$ cat src/rtl/audio_sample_fifo_if.sv
// Handshake and stream-control bundle between the audio sample FIFO and its
// neighbours. The NeXT-side receiver and the I2S sender both connect through
// this interface. The FIFO itself uses the slave modport.
interface audio_sample_fifo_if;
    logic        wr_valid;
    logic [31:0] wr_data;
    logic        wr_ready;
    logic        start_in;
    logic        end_in;
    logic        mode_22k_in;
    logic        req_tick;
    logic        req_mode;
    logic        out_valid;
    logic [31:0] out_data;
    logic        audio_start_out;
    logic        audio_end_out;
    logic        audio_22k_out;
    logic        fetch_req;

    modport master (
        output wr_valid, wr_data, start_in, end_in, mode_22k_in, req_tick, req_mode,
        input  wr_ready, out_valid, out_data, audio_start_out, audio_end_out,
               audio_22k_out, fetch_req
    );

    modport slave (
        input  wr_valid, wr_data, start_in, end_in, mode_22k_in, req_tick, req_mode,
        output wr_ready, out_valid, out_data, audio_start_out, audio_end_out,
               audio_22k_out, fetch_req
    );
endinterface

$ cat src/rtl/audio_sample_fifo.sv
// Sample buffer and stream controller feeding the I2S sender.
// Stereo words (L in [31:16], R in [15:0]) are queued in a small FIFO and
// handed out one per sender request tick. The IDLE/RUN/DRAIN sequencer emits
// the start/end/rate pulses, asks upstream for refill below the low-water
// mark, and counts underruns. An empty FIFO answers with silence in RUN.
module audio_sample_fifo #(
    parameter int DEPTH_LOG2 = 3,
    parameter int LOW_WATER  = 2
) (
    input  logic                  clk,
    input  logic                  rst_n,
    audio_sample_fifo_if.slave    bus,
    output logic [DEPTH_LOG2:0]   level,
    output logic [7:0]            underrun_cnt
);

    localparam int DEPTH   = 2 ** DEPTH_LOG2;
    localparam int LEVEL_W = DEPTH_LOG2 + 1;
    localparam logic [DEPTH_LOG2:0] LEVEL_FULL = LEVEL_W'(DEPTH);
    localparam logic [DEPTH_LOG2:0] LEVEL_LOW  = LEVEL_W'(LOW_WATER);

    typedef enum logic [1:0] {
        IDLE  = 2'd0,
        RUN   = 2'd1,
        DRAIN = 2'd2
    } state_t;

    state_t state;
    state_t state_next;

    logic [31:0]           mem [DEPTH];
    logic [DEPTH_LOG2-1:0] wr_ptr;
    logic [DEPTH_LOG2-1:0] rd_ptr;
    logic [DEPTH_LOG2:0]   level_next;

    logic full;
    logic empty;
    logic do_write;
    logic tick;
    logic do_pop;
    logic do_underrun;
    logic start_go;
    logic end_go;

    // Occupancy flags and the write handshake. The reset term keeps wr_ready
    // low while reset is held, so every output reads 0 during reset.
    assign full          = (level == LEVEL_FULL);
    assign empty         = (level == '0);
    assign bus.wr_ready  = rst_n && !full && (state != DRAIN);
    assign do_write      = bus.wr_valid && bus.wr_ready;

    // A tick only counts when the sender is in request mode and a stream is
    // active. A pop reads only words that were present before this edge.
    assign tick        = bus.req_tick && bus.req_mode && (state != IDLE);
    assign do_pop      = tick && !empty;
    assign do_underrun = tick && empty && (state == RUN);

    // Hold the stream sequencer state.
    always_ff @(posedge clk or negedge rst_n) begin
        if (!rst_n) begin
            state <= IDLE;
        end else begin
            state <= state_next;
        end
    end

    // Work out the next sequencer state and which control pulses fire.
    always_comb begin
        state_next = state;
        start_go   = 1'b0;
        end_go     = 1'b0;
        case (state)
            IDLE: begin
                if (bus.start_in && !bus.end_in) begin
                    state_next = RUN;
                    start_go   = 1'b1;
                end
            end
            RUN: begin
                if (bus.end_in) begin
                    state_next = DRAIN;
                end
            end
            DRAIN: begin
                if (empty && !do_pop) begin
                    state_next = IDLE;
                    end_go     = 1'b1;
                end
            end
            default: begin
                state_next = IDLE;
            end
        endcase
    end

    // Occupancy after this edge. A simultaneous write and pop cancel out.
    always_comb begin
        level_next = level;
        case ({do_write, do_pop})
            2'b10:   level_next = level + LEVEL_W'(1);
            2'b01:   level_next = level - LEVEL_W'(1);
            default: level_next = level;
        endcase
    end

    // Sample storage. It is never flushed because an empty level is enough.
    always_ff @(posedge clk) begin
        if (do_write) begin
            mem[wr_ptr] <= bus.wr_data;
        end
    end

    // Advance the read and write pointers and track occupancy.
    always_ff @(posedge clk or negedge rst_n) begin
        if (!rst_n) begin
            wr_ptr <= '0;
            rd_ptr <= '0;
            level  <= '0;
        end else begin
            if (do_write) begin
                wr_ptr <= wr_ptr + DEPTH_LOG2'(1);
            end
            if (do_pop) begin
                rd_ptr <= rd_ptr + DEPTH_LOG2'(1);
            end
            level <= level_next;
        end
    end

    // Register the sender-side outputs, the refill request and the underrun count.
    always_ff @(posedge clk or negedge rst_n) begin
        if (!rst_n) begin
            bus.out_valid       <= 1'b0;
            bus.out_data        <= '0;
            bus.audio_start_out <= 1'b0;
            bus.audio_end_out   <= 1'b0;
            bus.audio_22k_out   <= 1'b0;
            bus.fetch_req       <= 1'b0;
            underrun_cnt        <= '0;
        end else begin
            bus.out_valid       <= do_pop || do_underrun;
            bus.audio_start_out <= start_go;
            bus.audio_end_out   <= end_go;
            bus.fetch_req       <= (state_next == RUN) && (level_next < LEVEL_LOW);
            if (do_pop) begin
                bus.out_data <= mem[rd_ptr];
            end else if (do_underrun) begin
                bus.out_data <= '0;
            end
            if (start_go) begin
                bus.audio_22k_out <= bus.mode_22k_in;
                underrun_cnt      <= '0;
            end else if (do_underrun && (underrun_cnt != 8'hFF)) begin
                underrun_cnt <= underrun_cnt + 8'd1;
            end
        end
    end

endmodule

$ cat src/flat_wrapper.sv
// flat-port wrapper written by rule: the top's interface ports become plain ports
module audio_sample_fifo_flat 
#(
    parameter int DEPTH_LOG2 = 3,
    parameter int LOW_WATER  = 2
)
  (clk, rst_n, level, underrun_cnt, bus_wr_valid, bus_wr_data, bus_start_in, bus_end_in, bus_mode_22k_in, bus_req_tick, bus_req_mode, bus_wr_ready, bus_out_valid, bus_out_data, bus_audio_start_out, bus_audio_end_out, bus_audio_22k_out, bus_fetch_req);
  audio_sample_fifo_if bus_i ();
  input  logic clk;
  input  logic rst_n;
  output logic [DEPTH_LOG2:0] level;
  output logic [7:0] underrun_cnt;
  input wire logic [$bits(bus_i.wr_valid)-1:0] bus_wr_valid;
  input wire logic [$bits(bus_i.wr_data)-1:0] bus_wr_data;
  input wire logic [$bits(bus_i.start_in)-1:0] bus_start_in;
  input wire logic [$bits(bus_i.end_in)-1:0] bus_end_in;
  input wire logic [$bits(bus_i.mode_22k_in)-1:0] bus_mode_22k_in;
  input wire logic [$bits(bus_i.req_tick)-1:0] bus_req_tick;
  input wire logic [$bits(bus_i.req_mode)-1:0] bus_req_mode;
  output wire logic [$bits(bus_i.wr_ready)-1:0] bus_wr_ready;
  output wire logic [$bits(bus_i.out_valid)-1:0] bus_out_valid;
  output wire logic [$bits(bus_i.out_data)-1:0] bus_out_data;
  output wire logic [$bits(bus_i.audio_start_out)-1:0] bus_audio_start_out;
  output wire logic [$bits(bus_i.audio_end_out)-1:0] bus_audio_end_out;
  output wire logic [$bits(bus_i.audio_22k_out)-1:0] bus_audio_22k_out;
  output wire logic [$bits(bus_i.fetch_req)-1:0] bus_fetch_req;
  assign bus_i.wr_valid = bus_wr_valid;
  assign bus_i.wr_data = bus_wr_data;
  assign bus_i.start_in = bus_start_in;
  assign bus_i.end_in = bus_end_in;
  assign bus_i.mode_22k_in = bus_mode_22k_in;
  assign bus_i.req_tick = bus_req_tick;
  assign bus_i.req_mode = bus_req_mode;
  assign bus_wr_ready = bus_i.wr_ready;
  assign bus_out_valid = bus_i.out_valid;
  assign bus_out_data = bus_i.out_data;
  assign bus_audio_start_out = bus_i.audio_start_out;
  assign bus_audio_end_out = bus_i.audio_end_out;
  assign bus_audio_22k_out = bus_i.audio_22k_out;
  assign bus_fetch_req = bus_i.fetch_req;
  audio_sample_fifo #(.DEPTH_LOG2(DEPTH_LOG2), .LOW_WATER(LOW_WATER)) u_core (.clk(clk), .rst_n(rst_n), .bus(bus_i), .level(level), .underrun_cnt(underrun_cnt));
endmodule
$ cat config.mk
export PLATFORM = sky130hd
export DESIGN_NAME = audio_sample_fifo_flat
export DESIGN_NICKNAME = d
export VERILOG_FILES = /design/src/rtl/audio_sample_fifo_if.sv /design/src/rtl/audio_sample_fifo.sv /design/src/flat_wrapper.sv
export SDC_FILE = /design/constraint.sdc
export NUM_CORES = 1
export LEC_CHECK = 0
export CAP_MARGIN = 20
export CORE_ASPECT_RATIO = 0.7
export CORE_MARGIN = 1
export CORE_UTILIZATION = 45
export CTS_BUF_LIST = sky130_fd_sc_hd__clkbuf_8 sky130_fd_sc_hd__clkbuf_16
export DETAILED_ROUTE_END_ITERATION = 16
export GPL_TIMING_DRIVEN = 0
export PLACE_DENSITY_LB_ADDON = 0.1
export REMOVE_ABC_BUFFERS = 1
export SYNTH_ARGS = -nofsm -noshare
export SYNTH_HDL_FRONTEND = slang
export SYNTH_SLANG_ARGS = --single-unit
$ cat constraint.sdc
create_clock -name clk -period 3.9 [get_ports clk]
set_input_delay 0.39 -clock clk [delete_from_list [all_inputs] [get_ports clk]]
set_output_delay 0.39 -clock clk [all_outputs]
set_load 0.05 [all_outputs]
==> Word level (Yosys, flattened, before mapping) <==
Memory sizes are Yosys's and may differ from the RTL's.
Cells that the tools add are included.
W data, S select, Z words.
{ "totals": {"register_bits": 57, "ram_bits": 256, "in_bits": 40, "out_inout_bits": 50, "elab_cells": 63, "memories": 1} }
{ "op_classes": {"n_addsub": 5, "n_lt_le_gt_ge": 1, "eq_ne": 8, "mux": 15, "reduce_logical": 22} }
{ "mem_list": {"columns": ["memory", "depth", "width", "rd", "rd_clocked_by_memory_dff", "wr", "line", "source"], "rows": [
  ["u_core.mem", 8, 32, 1, 0, 1, "audio_sample_fifo.sv:31", "logic [31:0] mem [DEPTH];"]
]} }
{ "ops": {"columns": ["op", "count"], "rows": [
  ["$mux W32", 2],
  ["$mux W8", 2],
  ["$logic_and A1 B1 Y1", 12],
  ["$add A8 B1 Y8 const B", 1],
  ["$ne A8 B8 Y1 const B", 1],
  ["$pmux W4 S2", 1],
  ["$add A3 B1 Y3 const B", 2],
  ["$eq A2 B1 Y1 const B", 3],
  ["$mux W1", 6],
  ["$mux W2", 3],
  ["$pmux W2 S3", 1],
  ["$reduce_bool A2 Y1", 3],
  ["$add A4 B1 Y4 const B", 1],
  ["$eq A2 B2 Y1 const B", 2],
  ["$eq A4 B4 Y1 const B", 1],
  ["$logic_not A1 Y1", 4],
  ["$logic_not A4 Y1", 1],
  ["$lt A4 B2 Y1 const B", 1],
  ["$sub A4 B1 Y4 const B", 1],
  ["$logic_not A2 Y1", 1],
  ["$ne A2 B2 Y1 const B", 1],
  ["$logic_or A1 B1 Y1", 1]
]} }

==> Longest topological paths before layout <==
Gate-level depths: netlist of run 1.
{ "logic_depth": {"word_depth": 9, "depth_mapped": 12} }

==> Least setup slack after synthesis of run 1 <==
OpenSTA, ideal clock, no wires.
{ "synth_path": {"kind": "register -> register", "startpoint": "register u_core.level[1]", "endpoint": "memory u_core.mem[4][0] (enable)", "setup_time_ns": 0.461, "arrival_time_ns": 3.772, "t_required_ns": 3.439, "setup_slack_ns": -0.333, "stages_incl_launch_ff": 6, "path_buffers": 1, "cell_sequence": "dfrtp_1 -> or4b_1 -> and3_1 -> buf_2 -> nand3_1 -> nor3_1"} }
{ "synth_between": {"elab_chain_cells": 7} }
{ "synth_lines": {"columns": ["element", "line", "source"], "rows": [
  ["start: declaration", "audio_sample_fifo.sv:13", "output logic [DEPTH_LOG2:0] level,"],
  ["start signal: assignment", "audio_sample_fifo.sv:126", "level <= level_next;"],
  ["$eq A4 B4 Y1", "audio_sample_fifo.sv:47", "assign full = (level == LEVEL_FULL);"],
  ["$logic_not A1 Y1", "audio_sample_fifo.sv:49", "assign bus.wr_ready = rst_n && !full && (state != DRAIN);"],
  ["$logic_and A1 B1 Y1 (2 in a row)", "audio_sample_fifo.sv:49", null],
  ["via bus_wr_ready", "flat_wrapper.sv:20", "output wire logic [$bits(bus_i.wr_ready)-1:0] bus_wr_ready;"],
  ["$logic_and A1 B1 Y1", "audio_sample_fifo.sv:50", "assign do_write = bus.wr_valid && bus.wr_ready;"],
  ["$mux W1", "audio_sample_fifo.sv:108", "if (do_write) begin"],
  ["$mux W1 (implied by the code)", "audio_sample_fifo.sv:109", "mem[wr_ptr] <= bus.wr_data;"],
  ["end: declaration", "audio_sample_fifo.sv:31", null]
]} }
The timed path passes the listed nets, and every way through them passes these cells.

==> Worst setup path after layout of run 1 <==
{ "layout_path": {"startpoint": "register u_core.level[0]", "endpoint": "register u_core.bus.fetch_req"} }
{ "layout_between": {"elab_chain_cells": 9} }
{ "layout_lines": {"columns": ["element", "line", "source"], "rows": [
  ["$eq A4 B4 Y1", "audio_sample_fifo.sv:47", null],
  ["$logic_not A1 Y1", "audio_sample_fifo.sv:49", null],
  ["$logic_and A1 B1 Y1 (2 in a row)", "audio_sample_fifo.sv:49", null],
  ["$logic_and A1 B1 Y1", "audio_sample_fifo.sv:50", null],
  ["$eq A2 B1 Y1 or $eq A2 B2 Y1 (tied branches)", "audio_sample_fifo.sv:99", "case ({do_write, do_pop})"],
  ["$pmux W4 S2 *", "audio_sample_fifo.sv:99", null],
  ["via u_core.level_next[1]", "audio_sample_fifo.sv:34", "logic [DEPTH_LOG2:0] level_next;"],
  ["$lt A4 B2 Y1 *", "audio_sample_fifo.sv:144", "bus.fetch_req <= (state_next == RUN) && (level_next < LEVEL_LOW);"],
  ["$logic_and A1 B1 Y1 *", "audio_sample_fifo.sv:144", null],
  ["end signal: assignment", "audio_sample_fifo.sv:144", null],
  ["end: declaration", "audio_sample_fifo_if.sv:29", "audio_22k_out, fetch_req"]
]} }
Mark *: on every way through the listed nets, which the timed path passes. The rest lies on a longest branch.
A chain may end at the register's enable or synchronous reset.

==> metrics.md, run 1 <==
| Metric | Value |
|---|---|
| Status | finished, final reports clean |
| Post-synthesis sequential area ratio | 75.9% |
| Number of remaining DRC errors | 0 |
| Overall power | 10.6 mW |
| RSZ-0062 raised after global routing | false |
| Gr usage total | 18.5% |
| Sw Share | 31.3% |
| Dpl cell area | 13700 um^2 |
| Slew Viols, Final | 0 |
| Starting DRT DRC Count | 283 |
| Post-CTS Resized | 0 |
| Die area | 27300 um^2 |
| Post-synth EDFFs | 256 |
| Drt wl/cell | 22.2 um |
| Vias in the first global route | 6265 |
| Clk pin slew, worst setup/hold paths | 0.06 ns |
| Crit path DAT | 4.15 ns |
| Synth-to-layout area growth | 22.8% |
| Clock power frac | 28.9% |
| Number of H-tree levels | 1 |
| Share of cells above drive strength 1 | 20.9% |
| Skew final | 0.0126 ns |
| Clk_lat worst skew | 0.55 ns |
| Fmax | 271 MHz |
| Period utilization | 94.7% |
| Largest net degree at the start of global routing | 58 |
| Pint | 7.27 mW |
| First-pass GRT wire length | 37600 um |
| Net switching power | 3.31 mW |
| Setup crit start kind | flip-flop |
| Required time of the critical path | 4.35 ns |
| Vias per cell | 5.41 |
| DRT Pass-1 Iters | 4 |
| Net count, final | 766 |
| Post-synthesis async set-or-reset flop share | 18.2% |
| Final cell count without fillers | 1100 |
| Synthesized instance count | 604 |
| Total number of vias | 5947 |
| Final setup violation count | 0 |
| Setup CP Type | reg2reg |
| Pwr dens | 718 nW/um^2 |
| Antenna viol nets, final | 0 |
| Register bit count reported by yosys | 313 |
| Actual slew at the worst max-slew pin | 0.791 ns |
| Cell count after placement | 1042 |
| CP endpoint kind | flip-flop |
| Tmin final | 3.69 ns |
| Peak VDD IR | 0.496 mV |
| Prevailing post-synth register cell | edfxtp_1 |
| CTS tree | built |
| Post-route cell area | 14700 um^2 |
| Netlist cell types | 45 |
| Gate power share | 28.7% |
| Worst slew margin | 47.1% |
| Routability cong. | 0.701 |
| Register share of total power | 42.4% |
| Hold crit path type | in2async |
| Starting Density | 46.3% |
| Wirelength, routed | 24400 um |
| Initial antenna violation count | 1 |
| Yosys warnings | 0 |
| Leak | 5.03 nW |
| CTS Buf Count | 31 |
| Critical Path Fanout Max | 26 |
| Top Ports | 90 |
| Root Buffer | clkbuf_16 |
| Antenna cells | 0 |
| CTS Buffer Depth | 3 |
| Die W | 197 um |
| DIE HEIGHT | 139 um |
| Row count | 49 |
| Gr ovfl total | 0 |
| Max_cap viols | 0 |
| IO buf count | 89 |
| Most frequent cells in the layout | edfxtp_1 (256), clkdlybuf4s50_1 (88), mux4_2 (64), dfrtp_1 (54), nand2_1 (41) |
| Dpl hpwl | 14600 um |
| Core area | 25900 um^2 |
| Syn Area/Cell | 19.9 um^2 |
| Hold Vio Cnt, Final | 0 |
| Synthesized area | 12000 um^2 |
| Leading cell type in the layout, fill and taps excluded | edfxtp_1 |
| CTS sink count | 313 |
## per-stage QoR
step | setup TNS (ns) | setup WS, ns | hold slack [ns] | util [%]
2_1_floorplan | -33.31 | -0.522 | 0.0944 | -
3_3_place_gp | -1050.53 | -5.46 | 0.461 | 51.0
3_5_place_dp | 0 | 0.139 | 0.190 | 52.7
4_1_cts | 0 | 0.105 | 0.146 | 56.8
5_1_grt | 0 | 0.0607 | 0.158 | 56.8
6_report | 0 | 0.209 | 0.170 | 56.8
## cells by family after synthesis
group | synth area share [%]
DFF | 75.9
AOI/OAI and AO/OA | 2.40
buffers and inverters | 1.24
adders and majority gates | 0.625
and+or+nand+nor | 3.95
xor gates and xnor gates | 0.730
muxes | 15.2
## worst max-delay path, stage by stage, from the launching register on
cell,delay [ns]
dfrtp_1,0.49
nor4_4,0.43
or2_2,0.36
buf_12,0.24
inv_1,0.11
ha_1,0.25
xor2_1,0.18
ha_1,0.30
mux2_4,0.28
or4_1,0.46
a211o_1,0.30
a211oi_2,0.19
## synthesized netlist by cell type (3+ instances only)
cell	number	area share, %
a21oi_1	6	0.25
and3_1	4	0.21
buf_2	11	0.46
clkbuf_1	14	0.44
dfrtp_1	57	12
edfxtp_1	256	64
ha_1	6	0.63
inv_1	6	0.19
mux2i_1	34	2.8
mux4_2	64	12
nand2_1	41	1.3
nand2b_1	5	0.26
nand3_1	5	0.21
nor2_1	10	0.31
nor3_1	4	0.17
o21ai_0	35	1.5
or4_1	3	0.19
xnor2_1	8	0.58
## state kept, by name, summed over array words and instances (netlist names)
name / flops
u_core.bus.audio_22k_out: 1
u_core.bus.audio_end_out: 1
u_core.bus.audio_start_out: 1
u_core.bus.fetch_req: 1
u_core.bus.out_data: 32
u_core.bus.out_valid: 1
u_core.level: 4
u_core.mem: 256
u_core.rd_ptr: 3
u_core.state: 2
u_core.underrun_cnt: 8
u_core.wr_ptr: 3
## final cells by class
type	instances	area, um^2
Clock buffer	34	817
Sequential cell	313	9120
Tap cell	357	447
Clock inverter	22	249
Timing Repair Buffer	111	1280
Fill cell	1955	11200
Multi-Input combinational cell	257	2800
Inverter	6	22.5
## power by group through the flow
stage | Sequential, mW | Combinational (mW) | Clock, mW
after floorplan | 5.23 | 1.34 | 0
after global placement | 4.81 | 2.79 | 0
after detailed placement | 4.57 | 3.08 | 0
after CTS | 4.50 | 3.09 | 3.13
after global routing | 4.56 | 3.23 | 3.25
final | 4.48 | 3.04 | 3.06
## timing repair
| item | CTS | global route |
|---|---|---|
| setup endpoints to repair | 0 | 1 |
| hold buffers | 1 | 0 |
| endpoints found under the hold margin | 57 | 0 |
| buffers inserted | 0 | 1 |
## worst paths after layout
kind,start,cells after the start,endpoint,slack (ns)
min reg2reg,u_core.bus.out_data[13]$_DFFE_PN0P_,2,u_core.bus.out_data[13]$_DFFE_PN0P_,0.48
max in group asynchronous,rst_n,3,u_core.rd_ptr[1]$_DFFE_PN0N_,3.17
max,u_core.level[0]$_DFFE_PN0N_,11,u_core.bus.fetch_req$_DFF_PN0_,0.21
min,rst_n,2,u_core.bus.audio_22k_out$_DFFE_PN0P_,0.17
max reg2reg,u_core.level[0]$_DFFE_PN0N_,11,u_core.bus.fetch_req$_DFF_PN0_,0.21
min in group clk,bus_mode_22k_in,2,u_core.bus.audio_22k_out$_DFFE_PN0P_,0.47
## routing by layer
metal | vias to the layer above | global-route usage [%] | wire [um]
li1 | 2648 | - | -
met1 | 3151 | 26.6 | 11300
met2 | 111 | 29.7 | 11800
met3 | 37 | 3.04 | 878
met4 | 0 | 4.53 | 458
met5 | - | 0 | 0
Note: power is estimated with default switching activity, not from simulation.
==> inputs of run 2 (changes only) <==
--- a/config.mk
+++ b/config.mk
@@ -17,3 +17,4 @@
 export SYNTH_ARGS = -nofsm -noshare
 export SYNTH_HDL_FRONTEND = slang
 export SYNTH_SLANG_ARGS = --single-unit
+export TNS_END_PERCENT = 1
==> results of run 2 <==
No change in the layout: final DEF, timing and power equal those of run 1.
